### config.mk
export PLATFORM = sky130hd
export DESIGN_NAME = reduce_seq_unit_flat
export DESIGN_NICKNAME = d
export VERILOG_FILES = /design/src/rtl/reduce_seq_unit_pkg.sv /design/src/rtl/reduce_seq_unit_if.sv /design/src/rtl/reduce_seq_unit_chunk.sv /design/src/rtl/reduce_seq_unit.sv /design/src/flat_wrapper.sv
export SDC_FILE = /design/constraint.sdc
export NUM_CORES = 1
export LEC_CHECK = 0
export ABC_AREA = 0
export ABC_CLOCK_PERIOD_IN_PS = 8800
export BUFFER_PORTS_ARGS = -buffer_cell sky130_fd_sc_hd__buf_2
export CORE_UTILIZATION = 59
export CTS_CLUSTER_DIAMETER = 30
export CTS_CLUSTER_SIZE = 8
export DETAILED_ROUTE_END_ITERATION = 10
export PLACE_DENSITY_LB_ADDON = 0.12
export SYNTH_ARGS = -nofsm -noshare
export SYNTH_HDL_FRONTEND = slang
export SYNTH_SLANG_ARGS = --single-unit
### constraint.sdc
create_clock -name clk -period 8.8 [get_ports clk]
set_clock_uncertainty 0.1 [all_clocks]
set_input_delay 1.76 -clock clk [delete_from_list [all_inputs] [get_ports clk]]
set_output_delay 1.76 -clock clk [all_outputs]
set_load 0.01 [all_outputs]
### src/rtl/reduce_seq_unit_pkg.sv
// Shared types and helpers for the sequential bitwise-reduction unit.
// Holds the op/state encodings, default geometry and acc seed value.
package reduce_pkg;

    localparam int DEFAULT_WIDTH = 32;
    localparam int DEFAULT_CHUNK = 8;

    typedef enum logic [1:0] {
        OP_AND = 2'b00,
        OP_OR  = 2'b01,
        OP_XOR = 2'b10,
        OP_EQ  = 2'b11
    } op_e;

    typedef enum logic [1:0] {
        IDLE = 2'b00,
        RUN  = 2'b01,
        DONE = 2'b10
    } state_e;

    // Identity element of each fold: AND-like modes start at 1, OR/XOR at 0.
    function automatic logic acc_init(input op_e op);
        return (op == OP_AND) || (op == OP_EQ);
    endfunction

endpackage

### src/rtl/reduce_seq_unit_if.sv
// Request/response bundle between a requester (master) and the reduction unit (slave).
// Both directions use a valid/ready handshake.
interface reduce_seq_unit_if
    import reduce_pkg::*;
#(
    parameter int WIDTH = DEFAULT_WIDTH
) ();

    logic             in_valid;
    logic             in_ready;
    logic [WIDTH-1:0] a;
    logic [WIDTH-1:0] b;
    op_e              op;
    logic             out_valid;
    logic             out_ready;
    logic             y;
    logic             early;

    modport master (
        output in_valid, a, b, op, out_ready,
        input  in_ready, out_valid, y, early
    );

    modport slave (
        input  in_valid, a, b, op, out_ready,
        output in_ready, out_valid, y, early
    );

endinterface

### src/rtl/reduce_seq_unit_chunk.sv
// Combinational per-chunk reduction: collapses one CHUNK-bit slice of a/b to a bit.
// Zero latency, no flow control.
module reduce_chunk
    import reduce_pkg::*;
#(
    parameter int CHUNK = DEFAULT_CHUNK
) (
    input  logic [CHUNK-1:0] a_c_i,
    input  logic [CHUNK-1:0] b_c_i,
    input  op_e              op_i,
    output logic             val_o
);

    always_comb begin
        val_o = 1'b0;
        case (op_i)
            OP_AND:  val_o = &(a_c_i & b_c_i);
            OP_OR:   val_o = |(a_c_i & b_c_i);
            OP_XOR:  val_o = ^(a_c_i ^ b_c_i);
            OP_EQ:   val_o = &(~(a_c_i ^ b_c_i));
            default: val_o = 1'b0;
        endcase
    end

endmodule

### src/rtl/reduce_seq_unit.sv
// Multi-cycle reduction of two WIDTH-bit operands, CHUNK bits per cycle, LSB chunk first.
// Latency N+1 cycles to out_valid (k+2 on early exit at chunk k); DONE holds under out_ready=0.
module reduce_seq_unit
    import reduce_pkg::*;
#(
    parameter int WIDTH = DEFAULT_WIDTH,
    parameter int CHUNK = DEFAULT_CHUNK
) (
    input  logic               clk,
    input  logic               rst_n,
    reduce_seq_unit_if.slave   bus
);

    localparam int N     = WIDTH / CHUNK;
    localparam int IDX_W = (N > 1) ? $clog2(N) : 1;

    generate
        if (CHUNK < 1 || (WIDTH % CHUNK) != 0) begin : g_bad_geometry
            $fatal(1, "reduce_seq_unit: WIDTH must be a positive multiple of CHUNK");
        end
    endgenerate

    state_e             state_q, state_d;
    logic [WIDTH-1:0]   a_q, a_d;
    logic [WIDTH-1:0]   b_q, b_d;
    op_e                op_q, op_d;
    logic [IDX_W-1:0]   idx_q, idx_d;
    logic               acc_q, acc_d;
    logic               y_q, y_d;
    logic               early_q, early_d;

    logic               chunk_val;
    logic               acc_fold;
    logic               stop_hit;
    logic               last_chunk;

    // Operands are shifted down each cycle, so the current chunk is always the low slice.
    reduce_chunk #(.CHUNK(CHUNK)) u_chunk (
        .a_c_i (a_q[CHUNK-1:0]),
        .b_c_i (b_q[CHUNK-1:0]),
        .op_i  (op_q),
        .val_o (chunk_val)
    );

    always_comb begin
        acc_fold = acc_q & chunk_val;
        stop_hit = 1'b0;
        case (op_q)
            OP_OR: begin
                acc_fold = acc_q | chunk_val;
                stop_hit = acc_fold;
            end
            OP_XOR: begin
                acc_fold = acc_q ^ chunk_val;
                stop_hit = 1'b0;
            end
            default: begin
                acc_fold = acc_q & chunk_val;
                stop_hit = ~acc_fold;
            end
        endcase
        last_chunk = (idx_q == IDX_W'(N - 1));
    end

    always_comb begin
        state_d = state_q;
        a_d     = a_q;
        b_d     = b_q;
        op_d    = op_q;
        idx_d   = idx_q;
        acc_d   = acc_q;
        y_d     = y_q;
        early_d = early_q;
        case (state_q)
            IDLE: begin
                if (bus.in_valid) begin
                    a_d     = bus.a;
                    b_d     = bus.b;
                    op_d    = bus.op;
                    idx_d   = '0;
                    acc_d   = acc_init(bus.op);
                    state_d = RUN;
                end
            end
            RUN: begin
                a_d   = a_q >> CHUNK;
                b_d   = b_q >> CHUNK;
                acc_d = acc_fold;
                idx_d = idx_q + 1'b1;
                if (last_chunk || stop_hit) begin
                    y_d     = acc_fold;
                    early_d = stop_hit && !last_chunk;
                    state_d = DONE;
                end
            end
            DONE: begin
                if (bus.out_ready) begin
                    state_d = IDLE;
                end
            end
            default: state_d = IDLE;
        endcase
    end

    always_ff @(posedge clk or negedge rst_n) begin
        if (!rst_n) begin
            state_q <= IDLE;
            a_q     <= '0;
            b_q     <= '0;
            op_q    <= OP_AND;
            idx_q   <= '0;
            acc_q   <= 1'b0;
            y_q     <= 1'b0;
            early_q <= 1'b0;
        end else begin
            state_q <= state_d;
            a_q     <= a_d;
            b_q     <= b_d;
            op_q    <= op_d;
            idx_q   <= idx_d;
            acc_q   <= acc_d;
            y_q     <= y_d;
            early_q <= early_d;
        end
    end

    assign bus.in_ready  = (state_q == IDLE);
    assign bus.out_valid = (state_q == DONE);
    assign bus.y         = y_q;
    assign bus.early     = early_q;

endmodule

### src/flat_wrapper.sv
// flat-port wrapper written by rule: the top's interface ports become plain ports
module reduce_seq_unit_flat import reduce_pkg::*;
#(
    parameter int WIDTH = DEFAULT_WIDTH,
    parameter int CHUNK = DEFAULT_CHUNK
)
  (clk, rst_n, bus_in_valid, bus_a, bus_b, bus_op, bus_out_ready, bus_in_ready, bus_out_valid, bus_y, bus_early);
  reduce_seq_unit_if #(.WIDTH(WIDTH)) bus_i ();
  input  logic clk;
  input  logic rst_n;
  input wire logic [$bits(bus_i.in_valid)-1:0] bus_in_valid;
  input wire logic [$bits(bus_i.a)-1:0] bus_a;
  input wire logic [$bits(bus_i.b)-1:0] bus_b;
  input wire logic [$bits(bus_i.op)-1:0] bus_op;
  input wire logic [$bits(bus_i.out_ready)-1:0] bus_out_ready;
  output wire logic [$bits(bus_i.in_ready)-1:0] bus_in_ready;
  output wire logic [$bits(bus_i.out_valid)-1:0] bus_out_valid;
  output wire logic [$bits(bus_i.y)-1:0] bus_y;
  output wire logic [$bits(bus_i.early)-1:0] bus_early;
  assign bus_i.in_valid = bus_in_valid;
  assign bus_i.a = bus_a;
  assign bus_i.b = bus_b;
  assign bus_i.op = bus_op;
  assign bus_i.out_ready = bus_out_ready;
  assign bus_in_ready = bus_i.in_ready;
  assign bus_out_valid = bus_i.out_valid;
  assign bus_y = bus_i.y;
  assign bus_early = bus_i.early;
  reduce_seq_unit #(.WIDTH(WIDTH), .CHUNK(CHUNK)) u_core (.clk(clk), .rst_n(rst_n), .bus(bus_i));
endmodule
==> metrics.md, run 1 <==
| Metric | Value |
|---|---|
| Yosys cell types | 34 |
| WL/cell | 13.7 um |
| Vias per cell | 5.44 |
| Core Area | 5990 um2 |
| Post-CTS Hold Buffers | 0 |
| Final Cycle Share | 34.2% |
| CP Launch Type | flip-flop |
| Synth top area share | 49.5% |
| Post_cts resized | 0 |
| Synthesis-stage register bit count | 73 |
| CTS tree | done |
| Met3 Wirelength | 348 um |
| Yosys top cell by area | dfrtp_1 |
| Top-count cell post-synth | nand2_1 |
| Final min period | 3.01 ns |
| Slew headroom | 22.9% |
| Router iterations before antenna repair | 4 |
| H-tree depth | 3 |
| Crit Path Max Fanout | 4 |
| Static Leak | 2.11 nW |
| Top post-synthesis cells by area | dfrtp_1, nand2_1, a31oi_1, ha_1, nor2_1 |
| Pre-CTS setup slack | 5.67 ns |
| Critical Path RT | 6.94 ns |
| Final WL | 7580 um |
| Row Count | 28 |
| Max_cap viols | 0 |
| CP arrival | 1.15 ns |
| Post-route DRC violation count | 0 |
| Mapped Area | 3690 um2 |
| Clk pwr share | 17.0% |
| Die outline width | 81.1 um |
| Hpwl dp | 4690 um |
| Cell area power density | 399 nW/um2 |
| Clk slew on worst S/H paths | 0.07 ns |
| Crit Path Class | reg -> out |
| Io pins | 74 |
| Cell count after synthesis | 417 |
| First-pass GRT wire length | 12200 um |
| GRT Overall Usage | 25.1% |
| Max clock buf depth | 2 |
| Share of layout cells above drive strength 1 | 23.6% |
| Initial Util | 61.6% |
| Final worst slack | 5.79 ns |
| I/O Buffers | 73 |
| Peak Freq | 332 MHz |
| Final ANT Viol Nets | 0 |
| Syn nets | 506 |
| Largest net degree at the start of global routing | 118 |
| CTS Buf Count | 9 |
| Synth cell count leaders | nand2_1, dfrtp_1, nor2_1 |
| Net Switching | 0.677 mW |
| Syn-to-layout area delta | 13.7% |
| Sw Share | 40.4% |
| GRT overflow | 0 |
| EDFF count, synth | 0 |
| Total power draw | 1.67 mW |
| Avg Synthesized Cell Area | 8.85 um2 |
| Die Area | 6580 um2 |
| Final Max Slew Viols | 0 |
| Fill count | 472 |
| GPL Wtd Cong | 0.823 |
| Vias in the first global route | 2599 |
| # diodes | 0 |
| Sequential cell area | 1830 um2 |
| Nets@finish | 563 |
| Drt first-iter violations | 259 |
| Setup crit end kind | output port |
| Post-CTS setup buffers | 0 |
| Final core utilization | 70.1% |
| Root Buffer | clkbuf_8 |
| Via count | 3011 |
| Sequential cell area fraction in the yosys report | 49.5% |
| Area of the multi-input gates | 1650 um2 |
| Final setup TNS | 0 ns |
| Internal power | 0.998 mW |
| Seq pwr share | 37.0% |
| Worst slew pin tran | 1.16 ns |
| Highest routed layer | met4 |
| HP Class | reg -> reg |
| Die Y | 81.1 um |
| Initial antenna violation count | 0 |
| DR WL met2 | 3420 um |
| RSZ-0062 raised after global routing | no |
| Comb power frac | 46.0% |
| DRT met1 WL | 3670 um |
| Dominant synthesized flop cell | dfrtp_1 |
| Final hold vios | 0 |
| Status | finished, final reports clean |
| Setup Viol. Count Final | 0 |
| Later-pin clock latency in the skew report | 0.35 ns |
| Yosys warnings | 0 |
| Clock Sinks | 73 |
| VDD IR max | 0.261 mV |
| Ys async rst share | 100% |
[critical path: stages, from the launching register on]
cell	delay, ns
dfrtp_1	0.44
nand2b_1	0.19
inv_1	0.06
buf_2	0.12
[path summary, 6_finish.rpt]
kind,start,to,slack (ns),cells past startpoint
min in group asynchronous,rst_n,u_core.bus.early$_DFFE_PN0P_,1.45,1
max in group asynchronous,rst_n,u_core.b_q[16]$_DFFE_PN0P_,6.58,1
worst min-delay path,u_core.a_q[26]$_DFFE_PN0P_,u_core.a_q[26]$_DFFE_PN0P_,0.40,2
worst max register to register,u_core.b_q[2]$_DFFE_PN0P_,u_core.bus.y$_DFFE_PN0P_,5.85,11
worst max-delay path,u_core.state_q[0]$_DFFE_PN0P_,bus_out_valid,5.79,3
worst min register to register,u_core.a_q[26]$_DFFE_PN0P_,u_core.a_q[26]$_DFFE_PN0P_,0.40,2
[power by group through the flow]
stage / logic, mW / registers (mW) / clock network, mW
2_1_floorplan: 0.660 / 0.589 / 0
3_3_place_gp: 0.740 / 0.615 / 0
3_5_place_dp: 0.768 / 0.622 / 0
4_1_cts: 0.777 / 0.618 / 0.289
5_1_grt: 0.880 / 0.639 / 0.305
6_report: 0.770 / 0.620 / 0.284
[cell type report]
class,instances,area share (%)
inverters,12,1.07
clock inverters,6,1.97
clock buffers,10,3.04
well taps,75,2.24
flip-flops and latches,73,43.5
repair buffers,74,8.94
multi-input cells,304,39.2
[logic make-up (layout without fill, tap and decap cells)]
group,after synthesis,in the layout,synth area share [%]
and+or+nand+nor,217,217,24.4
adders and majority gates,19,19,6.44
DFF,73,73,49.5
AOI/OAI and AO/OA,64,64,12.5
xor gates and xnor gates,4,4,0.949
buffers and inverters,40,102,6.20
[sequential cells by signal, summed over array words and instances (netlist names)]
signal and flops:
u_core.a_q 32, u_core.bus.y 1, u_core.bus.early 1, u_core.op_q 2, u_core.state_q 2, u_core.acc_q 1, u_core.b_q 32, u_core.idx_q 2
[layout by cell type, fill, tap and decap left out, types with 2 or more instances in the layout]
cell	synthesis	routed
nor4_1	2	2
clkbuf_8	0	9
clkinv_2	0	3
dfrtp_1	73	73
nor2_1	50	50
nand3_1	17	17
nand2b_1	3	2
a31oi_1	39	39
buf_2	18	72
ha_1	19	19
nand2_2	9	10
inv_1	12	12
o21ai_0	8	8
xnor2_1	3	3
a31oi_2	9	9
bufinv_16	0	2
nand4_1	2	2
nand2_1	127	126
a21oi_1	2	2
buf_4	2	2
[layer usage]
layer | vias up | track usage, %
li1 | 1507 | -
met1 | 1404 | 37.5
met2 | 88 | 36.1
met3 | 12 | 4.16
met4 | 0 | 10.7
met5 | - | 0
[through the flow]
| stage | hold slack (ns) | instance area, um2 | instances |
|---|---|---|---|
| finish | 0.399 | 4200 | 554 |
| floorplan | 0.367 | 3690 | 417 |
| CTS | 0.405 | 4200 | 554 |
| global route | 0.439 | 4200 | 554 |
| detailed placement | 0.387 | 3990 | 538 |
| global placement | 0.381 | 3990 | 538 |
Power figures use the tool's default switching activity.
==> run 2: changes to the inputs <==
Settings changed: ABC_CLOCK_PERIOD_IN_PS 8800 to 3150, CORE_UTILIZATION 59 to 55.
Clock period 8.8 ns to 3.15 ns, I/O delays scaled along.
==> metrics.md, run 2 (same netlist as run 1, synthesis figures left out) <==
| Metric | Value |
|---|---|
| Status | complete, but fails checks |
| Failing checks | design-rule violations |
| CTS tree | done |
| Fill count | 555 (+18%) |
| Post-placement cell area | 4020 um2 (+0.75%) |
| Largest net degree at the start of global routing | 83 (-30%) |
| Crit Path Max Fanout | 3 (-1) |
| Crit Path Class | reg -> reg |
| Final Max Slew Viols | 0 (unchanged) |
| Reg2Reg Setup Slack | 0.18 ns (-5.67 ns) |
| Worst slew pin tran | 0.929 ns (-0.227 ns) |
| Vias per cell | 5.52 (+1.6%) |
| Worst reg-to-reg path cell count | 11 (unchanged) |
| Setup crit end kind | flip-flop |
| Core Area | 6420 um2 (+7.2%) |
| I/O Buffers | 73 (unchanged) |
| Via count | 3077 (+2.2%) |
| Clk pwr share | 15.3% (-1.7 points) |
| Vias in the first global route | 2884 (+11%) |
| GPL Wtd Cong | 0.867 (+5.4%) |
| Hpwl dp | 5280 um (+13%) |
| Syn-to-layout area delta | 14.3% |
| Final ANT Viol Nets | 0 (unchanged) |
| WL/cell | 14.4 um (+5.4%) |
| Die Area | 7050 um2 (+7.1%) |
| Commonest non-fill, non-tap cell in the layout | nand2_1 |
| CP Launch Type | flip-flop |
| RSZ-0062 raised after global routing | no |
| Post-route DRC violation count | 8 (+8) |
| GRT overflow | 0 (unchanged) |
| Final setup TNS | 0 ns (unchanged) |
| Initial antenna violation count | 0 (unchanged) |
| Static Leak | 2.12 nW (+0.78%) |
| Top Registers | u_core.a_q x32, u_core.b_q x32 |
| CTS Buf Count | 9 (unchanged) |
| Final min period | 2.97 ns |
| Die Y | 83.9 um (+3.5%) |
| Total power draw | 4.78 mW (+190%) |
| Slew headroom | 38.0% (+15 points) |
| Net Switching | 1.97 mW (+190%) |
| CP arrival | 3.10 ns (+1.95 ns) |
| Root Buffer | clkbuf_8 |
| Design area | 4220 um2 (+0.54%) |
| Max_cap viols | 0 (unchanged) |
| Final WL | 8030 um (+6.0%) |
| GRT Overall Usage | 24.8% (-0.31 points) |
| Initial Util | 57.5% (-4.1 points) |
| Row Count | 29 (+3.6%) |
| H-tree depth | 3 (unchanged) |
| Seq pwr share | 35.7% (-1.3 points) |
| VDD IR max | 0.464 mV (+78%) |
| Cell area power density | 1130 nW/um2 (+180%) |
| Setup Viol. Count Final | 0 (unchanged) |
| Sw Share | 41.2% (+0.78 points) |
| Peak Freq | 337 MHz |
| Nets@finish | 565 (+0.36%) |
| Leading cell types in the layout, fill and taps excluded | nand2_1, dfrtp_1, buf_2, nor2_1, a31oi_1 |
| Share of layout cells above drive strength 1 | 24.0% (+0.37 points) |
| Final hold vios | 0 (unchanged) |
| Critical Path RT | 3.28 ns (-3.66 ns) |
| Clk slew on worst S/H paths | 0.07 ns (about the same) |
| R2r endpoint | u_core.bus.y$_DFFE_PN0P_ |
| First-pass GRT wire length | 13800 um (+12%) |
| Internal power | 2.81 mW (+180%) |
| Clock Sinks | 73 (unchanged) |
| Final Cycle Share | 94.3% |
| Io pins | 74 (unchanged) |
| Comb power frac | 49.0% (+3.0 points) |
| Max clock buf depth | 2 (unchanged) |
| Router iterations before antenna repair | 8 (+4) |
| Later-pin clock latency in the skew report | 0.34 ns (about the same) |
| HP Class | in -> async |
| Reg-to-reg startpoint | u_core.b_q[2]$_DFFE_PN0P_ |
| Die outline width | 83.9 um (+3.5%) |
| # diodes | 0 (unchanged) |
| Drt first-iter violations | 205 (-21%) |
[run 2: worst max-delay path, stage by stage, from the launching register on]
cell and delay (ns):
dfrtp_1 0.39, ha_1 0.28, inv_1 0.04, ha_1 0.33, xnor2_2 0.16, xnor2_1 0.16, a221oi_2 0.31, o21a_1 0.15
ha_1 0.15, nand3b_1 0.11, or3b_2 0.47, a22o_1 0.21
[run 2: worst max path at each step]
stage / start / to / slack [ns] / cells past startpoint
global route: u_core.b_q[6]$_DFFE_PN0P_ / u_core.state_q[1]$_DFFE_PN0P_ / 0.02 / 12
finish: u_core.b_q[2]$_DFFE_PN0P_ / u_core.bus.y$_DFFE_PN0P_ / 0.18 / 11
detailed placement: u_core.a_q[6]$_DFFE_PN0P_ / u_core.bus.y$_DFFE_PN0P_ / 0.26 / 11
CTS: u_core.b_q[0]$_DFFE_PN0P_ / u_core.bus.y$_DFFE_PN0P_ / 0.15 / 11
global placement: u_core.b_q[6]$_DFFE_PN0P_ / u_core.bus.y$_DFFE_PN0P_ / 0.31 / 11
floorplan: u_core.b_q[6]$_DFFE_PN0P_ / u_core.bus.y$_DFFE_PN0P_ / 0.39 / 11
[run 2: power groups by stage]
stage	registers (mW)	logic [mW]	clock network [mW]
after global placement	1.69	2.16	0
after CTS	1.71	2.30	0.745
after floorplan	1.65	1.84	0
after detailed placement	1.72	2.21	0
final	1.71	2.34	0.730
after global routing	1.77	2.66	0.785
[run 2: through the flow]
stage	setup slack [ns]	instances	hold WS [ns]	utilization (%)
floorplan	0.388	417	0.234	-
global placement	0.311	542	0.380	62.6
detailed placement	0.259	542	0.385	62.6
CTS	0.152	557	0.348	65.6
global route	0.0215	557	0.361	65.7
finish	0.180	557	0.302	65.7
[run 2: per-layer routing]
layer	vias to the layer above	track usage [%]	share of wire (%)
met5	-	0	0
met4	0	7.37	0.72
met3	6	6.53	5.6
met2	96	36.1	45
met1	1466	36.4	48
li1	1509	-	-
[run 2: cell type report]
| type | count | area, um2 | share of cell area (%) |
|---|---|---|---|
| tap | 77 | 96.3 | 2.28 |
| clock buffer | 12 | 155 | 3.68 |
| timing repair buffer | 76 | 403 | 9.55 |
| clock inverter | 3 | 40.0 | 0.949 |
| multi-input combinational | 304 | 1650 | 39.2 |
| sequential | 73 | 1830 | 43.3 |
| inverter | 12 | 45.0 | 1.07 |
[run 2: repair_timing]
action,4_1_cts,5_1_grt
resized for setup,0,1
hold buffers,0,0
setup buffers,0,0
endpoints found under the setup margin,0,2
==> run 3: changes to the inputs <==
Settings changed: PLACE_DENSITY set to 0.86, PLACE_DENSITY_LB_ADDON 0.12 to not set, RECOVER_POWER set to 50.
==> metrics.md, run 3 (same netlist as run 1, synthesis figures left out) <==
| Metric | Value |
|---|---|
| Crit path top cell by count | ha_1 |
| CP arrival | 3.08 ns (-0.02 ns) |
| Initial antenna violation count | 0 (unchanged) |
| Post-CTS setup buffers | 0 (unchanged) |
| Max clock buf depth | 2 (unchanged) |
| GRT Overall Usage | 24.9% (+0.12 points) |
| Drt first-iter violations | 247 (+20%) |
| Final hold vios | 0 (unchanged) |
| Status | complete, but fails checks |
| Die Y | 83.9 um (unchanged) |
| Initial Util | 57.5% (unchanged) |
| Final Cycle Share | 93.4% (-0.93 points) |
| Worst slew pin tran | 1.76 ns (+0.833 ns) |
| Leading cell types in the layout, fill and taps excluded | nand2_1, dfrtp_1, buf_2, nor2_1, a31oi_1 |
| Failing checks | design-rule violations, max-capacitance violations, max-slew violations |
| Final Max Slew Viols | 74 (+74) |
| Via count | 3107 (+0.97%) |
| Later-pin clock latency in the skew report | 0.35 ns (about the same) |
| CP Capture Point | u_core.bus.y$_DFFE_PN0P_ |
| Final setup TNS | 0 ns (unchanged) |
| GPL Wtd Cong | 0.822 (-5.2%) |
| Critical Path RT | 3.29 ns (about the same) |
| Reg2Reg Setup Slack | 0.21 ns (+0.03 ns) |
| Clk slew on worst S/H paths | 0.07 ns (about the same) |
| Slew headroom | -17.5% (-56 points) |
| R2r endpoint | u_core.bus.y$_DFFE_PN0P_ |
| First-pass GRT wire length | 13600 um (-0.90%) |
| CP Launch Type | flip-flop |
| Vias in the first global route | 2924 (+1.4%) |
| Number of cells on the critical path | 11 (unchanged) |
| Clock Sinks | 73 (unchanged) |
| Post_cts resized | 0 (unchanged) |
| Post-CTS Hold Buffers | 0 (unchanged) |
| Reg-to-reg startpoint | u_core.b_q[4]$_DFFE_PN0P_ |
| Top Registers | u_core.a_q x32, u_core.b_q x32 |
| Final ANT Viol Nets | 0 (unchanged) |
| Final core utilization | 65.3% (-0.39 points) |
| Crit-path max cell delay | 0.47 ns (about the same) |
| Cell area power density | 1110 nW/um2 (-2.5%) |
| H-tree depth | 3 (unchanged) |
| Largest net degree at the start of global routing | 77 (-7.2%) |
| Vias per cell | 5.57 (+0.79%) |
| Critical path startpoint | u_core.b_q[4]$_DFFE_PN0P_ |
| WL/cell | 14.5 um (+0.44%) |
| Io pins | 74 (unchanged) |
| Die outline width | 83.9 um (unchanged) |
| Row Count | 29 (unchanged) |
| I/O Buffers | 73 (unchanged) |
| CTS tree | done |
| Setup Viol. Count Final | 0 (unchanged) |
| HP Class | in -> reg |
| Nets@finish | 565 (unchanged) |
| Share of layout cells above drive strength 1 | 23.5% (-0.47 points) |
| CP Cell Sequence | ha_1, inv_1, ha_1, xor2_1, xnor2_1, a221oi_2, o21a_1, ha_1, nand3b_1, or3b_2, a22o_1 |
| Peak Freq | 340 MHz (+1.0%) |
| Core Area | 6420 um2 (unchanged) |
| Commonest non-fill, non-tap cell in the layout | nand2_1 |
| Syn-to-layout area delta | 13.6% |
| Setup crit end kind | flip-flop |
| Final min period | 2.94 ns (-0.0294 ns) |
| CTS Buf Count | 9 (unchanged) |
| Crit Path Class | reg -> reg |
| Hpwl dp | 5380 um (+1.9%) |
| Delay-heaviest family, CP | adder cells |
| Final WL | 8080 um (+0.62%) |
| Max_cap viols | 1 (+1) |
| RSZ-0062 raised after global routing | no |
| Post-route DRC violation count | 1 (-7) |
| Die Area | 7050 um2 (unchanged) |
| Slowest-stage cell, CP | or3b_2 |
| Static Leak | 2.09 nW (-1.4%) |
| Bufs and invs on worst path | 1 (unchanged) |
| Crit Path Max Fanout | 3 (unchanged) |
| Root Buffer | clkbuf_8 |
| Worst reg-to-reg path cell count | 11 (unchanged) |
| Router iterations before antenna repair | 7 (-1) |
| # diodes | 0 (unchanged) |
| VDD IR max | 0.445 mV (-4.0%) |
| GRT overflow | 0 (unchanged) |
## run 3: through the flow
step	instance area, um2	instances	setup slack, ns	total power, mW	hold slack, ns
2_1_floorplan	3690	417	0.388	3.49	0.234
3_3_place_gp	4020	542	0.313	3.81	0.381
3_5_place_dp	4020	542	0.241	3.94	0.387
4_1_cts	4200	558	0.221	4.65	0.345
5_1_grt	4200	558	0.0426	5.05	0.362
6_report	4200	558	0.209	4.64	0.364
## run 3: area by class of cell
type	instances	area (um2)
Tap cell	77	96.3
Clock inverter	4	27.5
Fill cell	504	2230
Timing Repair Buffer	76	398
Multi-Input combinational cell	304	1650
Clock buffer	12	155
Inverter	12	45.0
Sequential cell	73	1830
## run 3: how the worst min path moves through the flow
stage / startpoint / endpoint / slack (ns) / depth (start not counted)
floorplan: rst_n / u_core.a_q[0]$_DFFE_PN0P_ / 0.23 / 0
global placement: u_core.a_q[28]$_DFFE_PN0P_ / u_core.a_q[28]$_DFFE_PN0P_ / 0.38 / 2
detailed placement: u_core.a_q[28]$_DFFE_PN0P_ / u_core.a_q[28]$_DFFE_PN0P_ / 0.39 / 2
CTS: rst_n / u_core.a_q[25]$_DFFE_PN0P_ / 0.34 / 1
global route: bus_a[24] / u_core.a_q[24]$_DFFE_PN0P_ / 0.36 / 3
finish: bus_out_ready / u_core.state_q[1]$_DFFE_PN0P_ / 0.36 / 2
## run 3: power by group
| group | total [mW] | internal (mW) | leakage, nW | switching, mW |
|---|---|---|---|---|
| Sequential | 1.71 | 1.43 | 0.874 | 0.278 |
| Clock | 0.679 | 0.328 | 0.0846 | 0.351 |
| Combinational | 2.25 | 0.935 | 1.13 | 1.31 |
## run 3: routing by layer
layer	vias up	track usage, %	part of all wire (%)	wire length, um
met1	1487	34.2	45	3630
li1	1512	-	-	-
met4	0	9.72	1.9	157
met2	97	39.0	47	3830
met3	11	5.14	5.7	459
met5	-	0	0	0
## run 3: worst reg2reg max path: cells and delay by family (launching register included)
kind                       cells  cell delay, ns
adders and majority gates      3            0.74
DFF                            1            0.40
xor gates and xnor gates       2            0.30
AOI/OAI and AO/OA              3            0.66
buffers and inverters          1            0.04
and+or+nand+nor                2            0.59
